<file path="config.mk">
export PLATFORM = sky130hd
export DESIGN_NAME = clint_multi
export DESIGN_NICKNAME = d
export VERILOG_FILES = /design/src/rtl/clint_pkg.sv /design/src/rtl/clint_hart_slice.sv /design/src/rtl/clint_multi.sv
export SDC_FILE = /design/constraint.sdc
export NUM_CORES = 1
export LEC_CHECK = 0
export CAP_MARGIN = 20
export CORE_MARGIN = 2
export CORE_UTILIZATION = 41
export DETAILED_ROUTE_END_ITERATION = 10
export PLACE_DENSITY = 0.62
export REMOVE_ABC_BUFFERS = 1
export SYNTH_ARGS = -nofsm -noshare
export SYNTH_HDL_FRONTEND = slang
export SYNTH_SLANG_ARGS = --single-unit
export TNS_END_PERCENT = 10
</file>
<file path="constraint.sdc">
create_clock -name clk -period 3.9 [get_ports clk]
set_input_delay 0.78 -clock clk [delete_from_list [all_inputs] [get_ports clk]]
set_output_delay 0.78 -clock clk [all_outputs]
set_load 0.03 [all_outputs]
</file>
<file path="src/rtl/clint_pkg.sv">
// Shared definitions for the core-local interruptor: window offsets,
// address-decode result and the bus-slave state encoding.
package clint_pkg;

  localparam int unsigned N_HARTS_MAX = 16;

  // Offsets relative to BASE_ADDR inside the 64 KiB window
  localparam logic [15:0] REGION_MASK  = 16'hC000;
  localparam logic [15:0] MSIP_OFF     = 16'h0000;
  localparam logic [15:0] MTIMECMP_OFF = 16'h4000;
  localparam logic [15:0] MTIME_OFF    = 16'hBFF8;
  localparam logic [15:0] MTIMEH_OFF   = 16'hBFFC;

  typedef enum logic [2:0] {
    DEC_MSIP    = 3'd0,
    DEC_CMP_LO  = 3'd1,
    DEC_CMP_HI  = 3'd2,
    DEC_TIME_LO = 3'd3,
    DEC_TIME_HI = 3'd4,
    DEC_ERR     = 3'd5
  } dec_e;

  typedef enum logic {
    ST_IDLE = 1'b0,
    ST_RESP = 1'b1
  } bus_st_e;

  // Byte-lane merge: lanes with strb set take new data, others keep old
  function automatic logic [31:0] merge_bytes(input logic [31:0] old_v,
                                              input logic [31:0] new_v,
                                              input logic [3:0]  strb);
    logic [31:0] res;
    res = old_v;
    for (int b = 0; b < 4; b++) begin
      res[8*b +: 8] = strb[b] ? new_v[8*b +: 8] : old_v[8*b +: 8];
    end
    return res;
  endfunction

endpackage

</file>
<file path="src/rtl/clint_hart_slice.sv">
// One hart's software-interrupt bit, 64-bit timer compare and timer
// interrupt flag.
module clint_hart_slice
  import clint_pkg::*;
(
  input  logic        clk,
  input  logic        rst,
  input  logic        msip_we_i,
  input  logic        cmp_lo_we_i,
  input  logic        cmp_hi_we_i,
  input  logic [31:0] wdata_i,
  input  logic [3:0]  wstrb_i,
  input  logic [63:0] mtime_i,
  output logic        msip_o,
  output logic [63:0] mtimecmp_o,
  output logic        mtip_o
);

  logic        msip_q, msip_d;
  logic [63:0] cmp_q, cmp_d;
  logic        mtip_q, mtip_d;

  // Next-state: bus writes into msip/mtimecmp, timer compare on current state
  always_comb begin
    msip_d = msip_q;
    cmp_d  = cmp_q;
    if (msip_we_i && wstrb_i[0]) begin
      msip_d = wdata_i[0];
    end else begin
      msip_d = msip_q;
    end
    if (cmp_lo_we_i) begin
      cmp_d[31:0] = merge_bytes(cmp_q[31:0], wdata_i, wstrb_i);
    end else begin
      cmp_d[31:0] = cmp_q[31:0];
    end
    if (cmp_hi_we_i) begin
      cmp_d[63:32] = merge_bytes(cmp_q[63:32], wdata_i, wstrb_i);
    end else begin
      cmp_d[63:32] = cmp_q[63:32];
    end
    mtip_d = (mtime_i >= cmp_q);
  end

  // State registers; compare resets to all-ones so no timer interrupt fires
  always_ff @(posedge clk) begin
    if (rst) begin
      msip_q <= 1'b0;
      cmp_q  <= 64'hFFFF_FFFF_FFFF_FFFF;
      mtip_q <= 1'b0;
    end else begin
      msip_q <= msip_d;
      cmp_q  <= cmp_d;
      mtip_q <= mtip_d;
    end
  end

  assign msip_o     = msip_q;
  assign mtimecmp_o = cmp_q;
  assign mtip_o     = mtip_q;

endmodule

</file>
<file path="src/rtl/clint_multi.sv">
// Core-local interruptor: shared prescaled 64-bit mtime, per-hart
// msip/mtimecmp/mtip, behind a one-outstanding valid/ready MMIO slave.
module clint_multi
  import clint_pkg::*;
#(
  parameter int unsigned N_HARTS   = 1,
  parameter logic [31:0] BASE_ADDR = 32'h0200_0000,
  parameter int unsigned TICK_DIV  = 1,
  parameter bit          STRB_EN   = 1'b1
) (
  input  logic               clk,
  input  logic               rst,
  input  logic               req_valid,
  output logic               req_ready,
  input  logic               req_we,
  input  logic [31:0]        req_addr,
  input  logic [31:0]        req_wdata,
  input  logic [3:0]         req_wstrb,
  output logic               resp_valid,
  output logic [31:0]        resp_rdata,
  output logic               resp_err,
  output logic [N_HARTS-1:0] msip,
  output logic [N_HARTS-1:0] mtip,
  output logic [63:0]        mtime_o
);

  localparam logic [15:0] TICK_LAST = 16'(TICK_DIV - 1);

  bus_st_e     st_q, st_d;
  logic [63:0] mtime_q, mtime_d;
  logic [15:0] presc_q, presc_d;
  logic [31:0] resp_rdata_q, resp_rdata_d;
  logic        resp_err_q, resp_err_d;

  logic        acc_s, wr_acc_s, tick_s;
  logic [15:0] off_s;
  logic [11:0] msip_idx_s;
  logic [10:0] cmp_idx_s;
  logic [3:0]  strb_s;
  dec_e        dec_s;
  logic [31:0] rdata_s;
  logic        msip_rd_s;
  logic [63:0] cmp_rd_s;
  logic [N_HARTS-1:0] msip_hit_s, cmp_hit_s;
  logic [63:0] cmp_s [N_HARTS];

  assign acc_s      = req_valid && req_ready;
  assign wr_acc_s   = acc_s && req_we;
  assign off_s      = req_addr[15:0];
  assign msip_idx_s = off_s[13:2];
  assign cmp_idx_s  = off_s[13:3];
  assign strb_s     = STRB_EN ? req_wstrb : 4'hF;
  assign tick_s     = (presc_q == TICK_LAST);

  // Address decode: window, alignment, register map and hart range
  always_comb begin
    dec_s = DEC_ERR;
    if ((req_addr[31:16] != BASE_ADDR[31:16]) || (req_addr[1:0] != 2'b00)) begin
      dec_s = DEC_ERR;
    end else if ((off_s & REGION_MASK) == MSIP_OFF) begin
      dec_s = (32'(msip_idx_s) < N_HARTS) ? DEC_MSIP : DEC_ERR;
    end else if ((off_s & REGION_MASK) == MTIMECMP_OFF) begin
      if (32'(cmp_idx_s) < N_HARTS) begin
        dec_s = off_s[2] ? DEC_CMP_HI : DEC_CMP_LO;
      end else begin
        dec_s = DEC_ERR;
      end
    end else if (off_s == MTIME_OFF) begin
      dec_s = DEC_TIME_LO;
    end else if (off_s == MTIMEH_OFF) begin
      dec_s = DEC_TIME_HI;
    end else begin
      dec_s = DEC_ERR;
    end
  end

  for (genvar g = 0; g < N_HARTS; g++) begin : g_hart
    assign msip_hit_s[g] = (dec_s == DEC_MSIP) && (msip_idx_s == 12'(g));
    assign cmp_hit_s[g]  = ((dec_s == DEC_CMP_LO) || (dec_s == DEC_CMP_HI)) &&
                           (cmp_idx_s == 11'(g));
    clint_hart_slice u_slice (
      .clk         (clk),
      .rst         (rst),
      .msip_we_i   (wr_acc_s && msip_hit_s[g]),
      .cmp_lo_we_i (wr_acc_s && cmp_hit_s[g] && (dec_s == DEC_CMP_LO)),
      .cmp_hi_we_i (wr_acc_s && cmp_hit_s[g] && (dec_s == DEC_CMP_HI)),
      .wdata_i     (req_wdata),
      .wstrb_i     (strb_s),
      .mtime_i     (mtime_q),
      .msip_o      (msip[g]),
      .mtimecmp_o  (cmp_s[g]),
      .mtip_o      (mtip[g])
    );
  end

  // Per-hart read select, OR-reduced across harts
  always_comb begin
    msip_rd_s = 1'b0;
    cmp_rd_s  = 64'd0;
    for (int h = 0; h < N_HARTS; h++) begin
      msip_rd_s = msip_rd_s | (msip_hit_s[h] & msip[h]);
      cmp_rd_s  = cmp_rd_s | ({64{cmp_hit_s[h]}} & cmp_s[h]);
    end
  end

  // Read data mux for the decoded register
  always_comb begin
    rdata_s = 32'd0;
    case (dec_s)
      DEC_MSIP:    rdata_s = {31'd0, msip_rd_s};
      DEC_CMP_LO:  rdata_s = cmp_rd_s[31:0];
      DEC_CMP_HI:  rdata_s = cmp_rd_s[63:32];
      DEC_TIME_LO: rdata_s = mtime_q[31:0];
      DEC_TIME_HI: rdata_s = mtime_q[63:32];
      default:     rdata_s = 32'd0;
    endcase
  end

  // mtime/prescaler next state: a bus write beats the tick and restarts the prescaler
  always_comb begin
    mtime_d = mtime_q;
    presc_d = presc_q;
    if (wr_acc_s && ((dec_s == DEC_TIME_LO) || (dec_s == DEC_TIME_HI))) begin
      presc_d = 16'd0;
      if (dec_s == DEC_TIME_LO) begin
        mtime_d[31:0] = merge_bytes(mtime_q[31:0], req_wdata, strb_s);
      end else begin
        mtime_d[63:32] = merge_bytes(mtime_q[63:32], req_wdata, strb_s);
      end
    end else if (tick_s) begin
      presc_d = 16'd0;
      mtime_d = mtime_q + 64'd1;
    end else begin
      presc_d = presc_q + 16'd1;
      mtime_d = mtime_q;
    end
  end

  // Response payload: read data only for good reads, error flag for bad decodes
  always_comb begin
    resp_rdata_d = (acc_s && !req_we && (dec_s != DEC_ERR)) ? rdata_s : 32'd0;
    resp_err_d   = acc_s && (dec_s == DEC_ERR);
  end

  // Bus slave state register
  always_ff @(posedge clk) begin
    if (rst) begin
      st_q <= ST_IDLE;
    end else begin
      st_q <= st_d;
    end
  end

  // Bus slave next state: one response cycle after every accept
  always_comb begin
    st_d = st_q;
    case (st_q)
      ST_IDLE: st_d = acc_s ? ST_RESP : ST_IDLE;
      ST_RESP: st_d = ST_IDLE;
      default: st_d = ST_IDLE;
    endcase
  end

  // Bus slave outputs decoded from the state register
  always_comb begin
    req_ready  = (st_q == ST_IDLE);
    resp_valid = (st_q == ST_RESP);
  end

  // Timer and response registers
  always_ff @(posedge clk) begin
    if (rst) begin
      mtime_q      <= 64'd0;
      presc_q      <= 16'd0;
      resp_rdata_q <= 32'd0;
      resp_err_q   <= 1'b0;
    end else begin
      mtime_q      <= mtime_d;
      presc_q      <= presc_d;
      resp_rdata_q <= resp_rdata_d;
      resp_err_q   <= resp_err_d;
    end
  end

  assign resp_rdata = resp_rdata_q;
  assign resp_err   = resp_err_q;
  assign mtime_o    = mtime_q;

endmodule

</file>
# == Word level (Yosys, flattened, before mapping) ==
# Cells that the tools add are included.
# classes
multipliers,0
order_cmp,3
n_eq_ne,16
shifts,0
add_sub_neg,2
n_mux,19
bitwise_logic,4
div,0
reduce_logical,42
# op_table
cell,n
one-hot mux 32 bit (5 select lines),1
2-to-1 mux 64 bit,2
adder 64 x 1 -> 64 bit (second input constant),1
bitwise AND 64 bit,1
>= comparator 64 bit,1
2-to-1 mux 32 bit,2
== test 16 bit (second input constant),2
logical NOT 16 bit,2
2-to-1 mux 8 bit,4
AND reduction 3 bit,8
2-to-1 mux 3 bit,6
adder 16 x 1 -> 16 bit (second input constant),1
!= test 16 x 10 -> 1 bit (second input constant),1
AND reduction 2 bit,8
logical AND 1 bit,13
logical NOT 12 bit,1
< comparator 12 x 1 -> 1 bit (second input constant),1
!= test 2 bit (second input constant),6
logical NOT 11 bit,1
< comparator 11 x 1 -> 1 bit (second input constant),1
== test 3 x 2 -> 1 bit (second input constant),2
== test 3 bit (second input constant),2
nonzero test 2 bit,2
== test 3 x 1 -> 1 bit (second input constant),1
other kinds (12),16
# word_totals
ram_bits,0
in_bits,72
memories,0
out_inout_bits,101
latch_bits,0
mem_bits_ro,0
register_bits,180

# == Depth between registers and ports, before layout ==
# logic_depth
ltp_word,12
depth_mapped,10

# == By module ==
# From an unflattened synthesis, not the netlist that was laid out.
# unflattened
cells_unflattened,1329
area_unflattened_um2,11003.1
# modules_own_cells
module,instances,seq_area_each_um2,cells_per_inst,area_each_um2
clint_multi,1,2282.2,874,6985.4
clint_hart_slice,1,1321.3,455,4017.6

# == Worst setup path before layout ==
# No wires, ideal clock.
# synth_path
path_kind,input to register
from,input port req_addr[23]
to,register g_hart[0].u_slice.cmp_q[54]
t_arrival_ps,2458
setup_ps,120
path_buffers,2
stages,8
slack_ps,1323
t_required_ps,3780
cell_sequence,nor4_1 -> nand3_1 -> nor4_2 -> nor2b_1 -> buf_2 -> buf_4 -> nor2_1 -> a211o_1
# synth_between
elab_chain_cells,9
# synth_lines
element,line,rtl
from (decl),clint_multi.sv:16,"input logic [31:0] req_addr,"
!= test 16 x 10 -> 1 bit (*),clint_multi.sv:58,if ((req_addr[31:16] != BASE_ADDR[31:16]) || (req_addr[1:0] != 2'b00)) begin
logical OR 1 bit (*),clint_multi.sv:58,
2-to-1 mux 3 bit (*),clint_multi.sv:58,
== test 3 x 1 -> 1 bit / == test 3 x 2 -> 1 bit (equally long branches),"clint_multi.sv:79, clint_multi.sv:86",
logical OR 1 bit,clint_multi.sv:79,assign cmp_hit_s[g] = ((dec_s == DEC_CMP_LO) || (dec_s == DEC_CMP_HI)) &&
logical AND 1 bit,clint_multi.sv:79,
logical AND 1 bit,clint_multi.sv:86,".cmp_hi_we_i (wr_acc_s && cmp_hit_s[g] && (dec_s == DEC_CMP_HI)),"
logical AND 1 bit (*),clint_multi.sv:86,
AND reduction 2 bit (no source line) (*),--,
to (signal assigned),clint_hart_slice.sv:53,cmp_q <= cmp_d;
to (decl),clint_hart_slice.sv:20,"logic [63:0] cmp_q, cmp_d;"
# Every way passes the cells marked *; elsewhere a longest branch is shown, timed or not.
# A chain may end at the register's enable or synchronous reset.

# == Worst setup path after layout ==
# layout_path
from,register mtime_q[0] (netlist: mtime_o[0])
to,register g_hart[0].u_slice.mtip_q
# layout_between
elab_chain_cells,1
# layout_lines
element,line,rtl
from (decl),clint_multi.sv:30,"logic [63:0] mtime_q, mtime_d;"
from (signal assigned),clint_multi.sv:178,mtime_q <= mtime_d;
>= comparator 64 bit,clint_hart_slice.sv:42,mtip_d = (mtime_i >= cmp_q);
to (signal assigned),clint_hart_slice.sv:54,mtip_q <= mtip_d;
to (decl),clint_hart_slice.sv:21,"logic mtip_q, mtip_d;"
# No other way between the ends.

==> impl_metrics.py <==
metrics = {
    "synthesis": {
        "synth_top_area_cell": "dfxtp_1",
        "avgSynthCellArea_um2": 7.835,
        "synth.most_common_cell": "nand2_1",
        "ys_dominant_reg_cell": "dfxtp_1",
        "synth_edf_count": 0,
        "synth_area_leaders": "dfxtp_1 (34%), ha_1 (8.0%), nand2_1 (6.8%)",
        "yosysTopAreaCellShare_pct": 34.30,
        "synth_common_cells": "nand2_1 (190), dfxtp_1 (180), a21oi_1 (114)",
        "synth-seq-area-share_pct": 34.30,
        "async_flop_share_pct": 0,
        "syn_inst": 1341,
        "synth-seq-cells": 180,
        "synth_area_um2": 10510,
        "yosysUniqueCellTypes": 72,
        "synth_warnings": 0,
    },
    "clock_network": {
        "htreeDepth": 4,
        "cts_resized": 0,
        "clk_pin_slew_worst_paths_ns": 0.08,
        "cts_buffer_depth": 2,
        "cts_tree": "built",
        "hold_buffers": 0,
        "worstSkewPairLatency_ns": 0.45,
        "cts_buffers": 17,
        "post-cts-setup-buffers": 0,
        "cts_root_buf": "clkbuf_16",
        "cts.sinks": 180,
    },
    "pwr": {
        "leakagePower_nw": 5.529,
        "power_mw": 3.919,
        "ir_drop_mv": 0.2387,
        "powerDensity_nw_per_um2": 297.3,
    },
    "setup_path": {
        "max_stage_delay_ns": 0.46,
        "crit_top_cell": "o21ai_0",
        "crit_arrival_ns": 3.54,
        "cp_max_fo": 2,
        "cp_cell_sequence": "inv_1 > ha_1 > nand2b_1 > a2111o_1 > a221oi_1 > buf_4 > o21ai_0 > a221o_1 > o311ai_1 > o21ai_0",
        "crit_path_end_kind": "flip-flop",
        "critPathKind": "flip-flop to flip-flop",
        "start_kind": "flip-flop",
        "crit_required_ns": 4.21,
        "reg2reg_depth": 10,
        "crit_slowest_cell": "a221o_1",
    },
    "sta": {
        "final_hold_viol_count": 0,
        "finalMaxSlewViolations": 0,
        "slew_headroom_pct": 49.37,
        "period_needed_ns": 3.227,
        "setup_violations": 0,
        "fin_crit_sh_pct": 82.74,
        "max_clock_freq_mhz": 309.9,
        "layout_setup_ws_ns": 0.6732,
        "worst_pin_slew_ns": 0.7594,
        "skew_ns": 0.01958,
        "rsz0062_at_grt": "no",
    },
    "min_path": {
        "hold_depth": 2,
        "min_path_type": "flip-flop to flip-flop",
    },
    "detailed_routing": {
        "via_count": 10800,
        "drtIter0Drc": 1139,
        "first_pass_iters": 6,
        "antenna_left": 0,
        "viasPerCell": 5.887,
        "wl_per_cell_um": 19.25,
        "wl_um": 35310,
        "drc_errors": 0,
    },
    "floorplan": {
        "row_count": 58,
        "die-area_um2": 26920,
        "core-area_um2": 25180,
        "fp.dieH_um": 164.1,
        "die_x_um": 164.1,
        "start_util_pct": 41.72,
        "ios": 173,
    },
    "final_layout": {
        "area_growth_pct": 25.47,
        "final_nets": 1631,
        "antennaDiodeCount": 0,
        "drive_gt1_share_pct": 6.449,
        "stdcell_area_um2": 13180,
    },
    "placement": {
        "dpl_cell_area_um2": 12560,
        "post-dp-hpwl_um": 25250,
        "gp_congestion": 0.8729,
        "place_ws_ns": 0.4409,
        "port_buffers": 172,
    },
    "run": {
        "drv_cap": 0,
    },
    "global_routing": {
        "antenna_found_initial": 0,
        "grt.overflow.total": 0,
        "grt_max_degree": 94,
        "grt_pass1_vias": 9994,
        "grt_use_total_pct": 26.11,
        "grt_pass1_wl_um": 55100,
    },
    "run_status": {
        "outcome": "complete, no violations",
    },
}
[worst paths after layout]
path	startpoint	end	slack (ns)
hold / removal	g_hart[0].u_slice.mtimecmp_o[22]	resp_rdata[22]	0.48
hold reg to reg	g_hart[0].u_slice.mtimecmp_o[22]	resp_rdata[22]	0.48
setup reg to reg	mtime_o[0]	g_hart[0].u_slice.mtip_o	0.67
setup / recovery	mtime_o[0]	g_hart[0].u_slice.mtip_o	0.67
[stage by stage]
step	hold WS [ns]	TNS, ns	util, %	std cells
floorplan	0.4418	-18.30	-	1258
global placement	0.4595	0	49.87	1803
detailed placement	0.4625	0	49.87	1803
CTS	0.4753	0	52.35	1834
global route	0.4942	0	52.35	1834
finish	0.4785	0	52.35	1834
[layout by cell type, fill, tap and decap left out, drive strengths merged, types with 12 or more instances in the layout]
| master | Yosys | final |
|---|---|---|
| a211o | 32 | 32 |
| a211oi | 32 | 32 |
| a21o | 15 | 15 |
| a21oi | 114 | 114 |
| a222oi | 31 | 31 |
| and2 | 13 | 13 |
| and3 | 29 | 29 |
| and4 | 12 | 12 |
| buf | 38 | 44 |
| clkbuf | 43 | 17 |
| clkdlybuf4s50 | 0 | 171 |
| dfxtp | 180 | 180 |
| ha | 67 | 67 |
| inv | 78 | 83 |
| nand2 | 190 | 190 |
| nand3 | 47 | 47 |
| nand3b | 37 | 37 |
| nand4 | 32 | 32 |
| nor2 | 101 | 101 |
| nor3 | 15 | 15 |
| nor4 | 14 | 14 |
| o21ai | 93 | 93 |
| or3 | 13 | 13 |
[power by group]
| part | internal [mW] | total (mW) | switching, mW | leakage (nW) |
|---|---|---|---|---|
| Sequential | 1.84 | 1.84 | 0.00495 | 1.45 |
| Clock | 1.08 | 1.89 | 0.812 | 0.302 |
| Combinational | 0.0924 | 0.181 | 0.0886 | 3.77 |
[flip-flops by register name, indices dropped and copies added (netlist names)]
| register | flops |
|---|---|
| resp_rdata | 32 |
| resp_err | 1 |
| mtime_o | 64 |
| g_hart.u_slice.msip_o | 1 |
| resp_valid | 1 |
| g_hart.u_slice.mtip_o | 1 |
| presc_q | 16 |
| g_hart.u_slice.mtimecmp_o | 64 |
[logic make-up (layout without fill, tap and decap cells)]
logic type      count (synthesis)  in the layout  share of synthesized area [%]
simple gates                  526            526                          25.06
compound gates                393            393                          24.47
flops                         180            180                          34.30
buf+inv                       161            324                          6.991
fa+ha+maj                      67             67                          7.979
xor+xnor                       12             12                          1.000
mux                             2              2                         0.2024
[final cells by class]
class / instances / area (um2)
clock buffer: 17 / 425.4
clock inverter: 14 / 200.2
fill: 2425 / 12000
inverter: 78 / 292.8
multi-input combinational: 1000 / 6181
sequential: 180 / 3603
tap: 330 / 412.9
timing repair buffer: 215 / 2067
[critical path: cells and delay by family, from the launching register on]
kind / cells / cell delay (ns)
compound gates: 6 / 2.07
fa+ha+maj: 1 / 0.27
buf+inv: 2 / 0.26
flops: 1 / 0.33
simple gates: 1 / 0.17
[per-layer routing]
metal  global-route usage, %  vias up  routed length [um]
met2                   43.21      437               16650
met5                       0        -                   0
met3                   3.409       44                2297
met1                   35.62     5111               15780
met4                   7.297        0                 579
li1                        -     5205                   -
No activity file was read; power rests on OpenSTA's default activity.
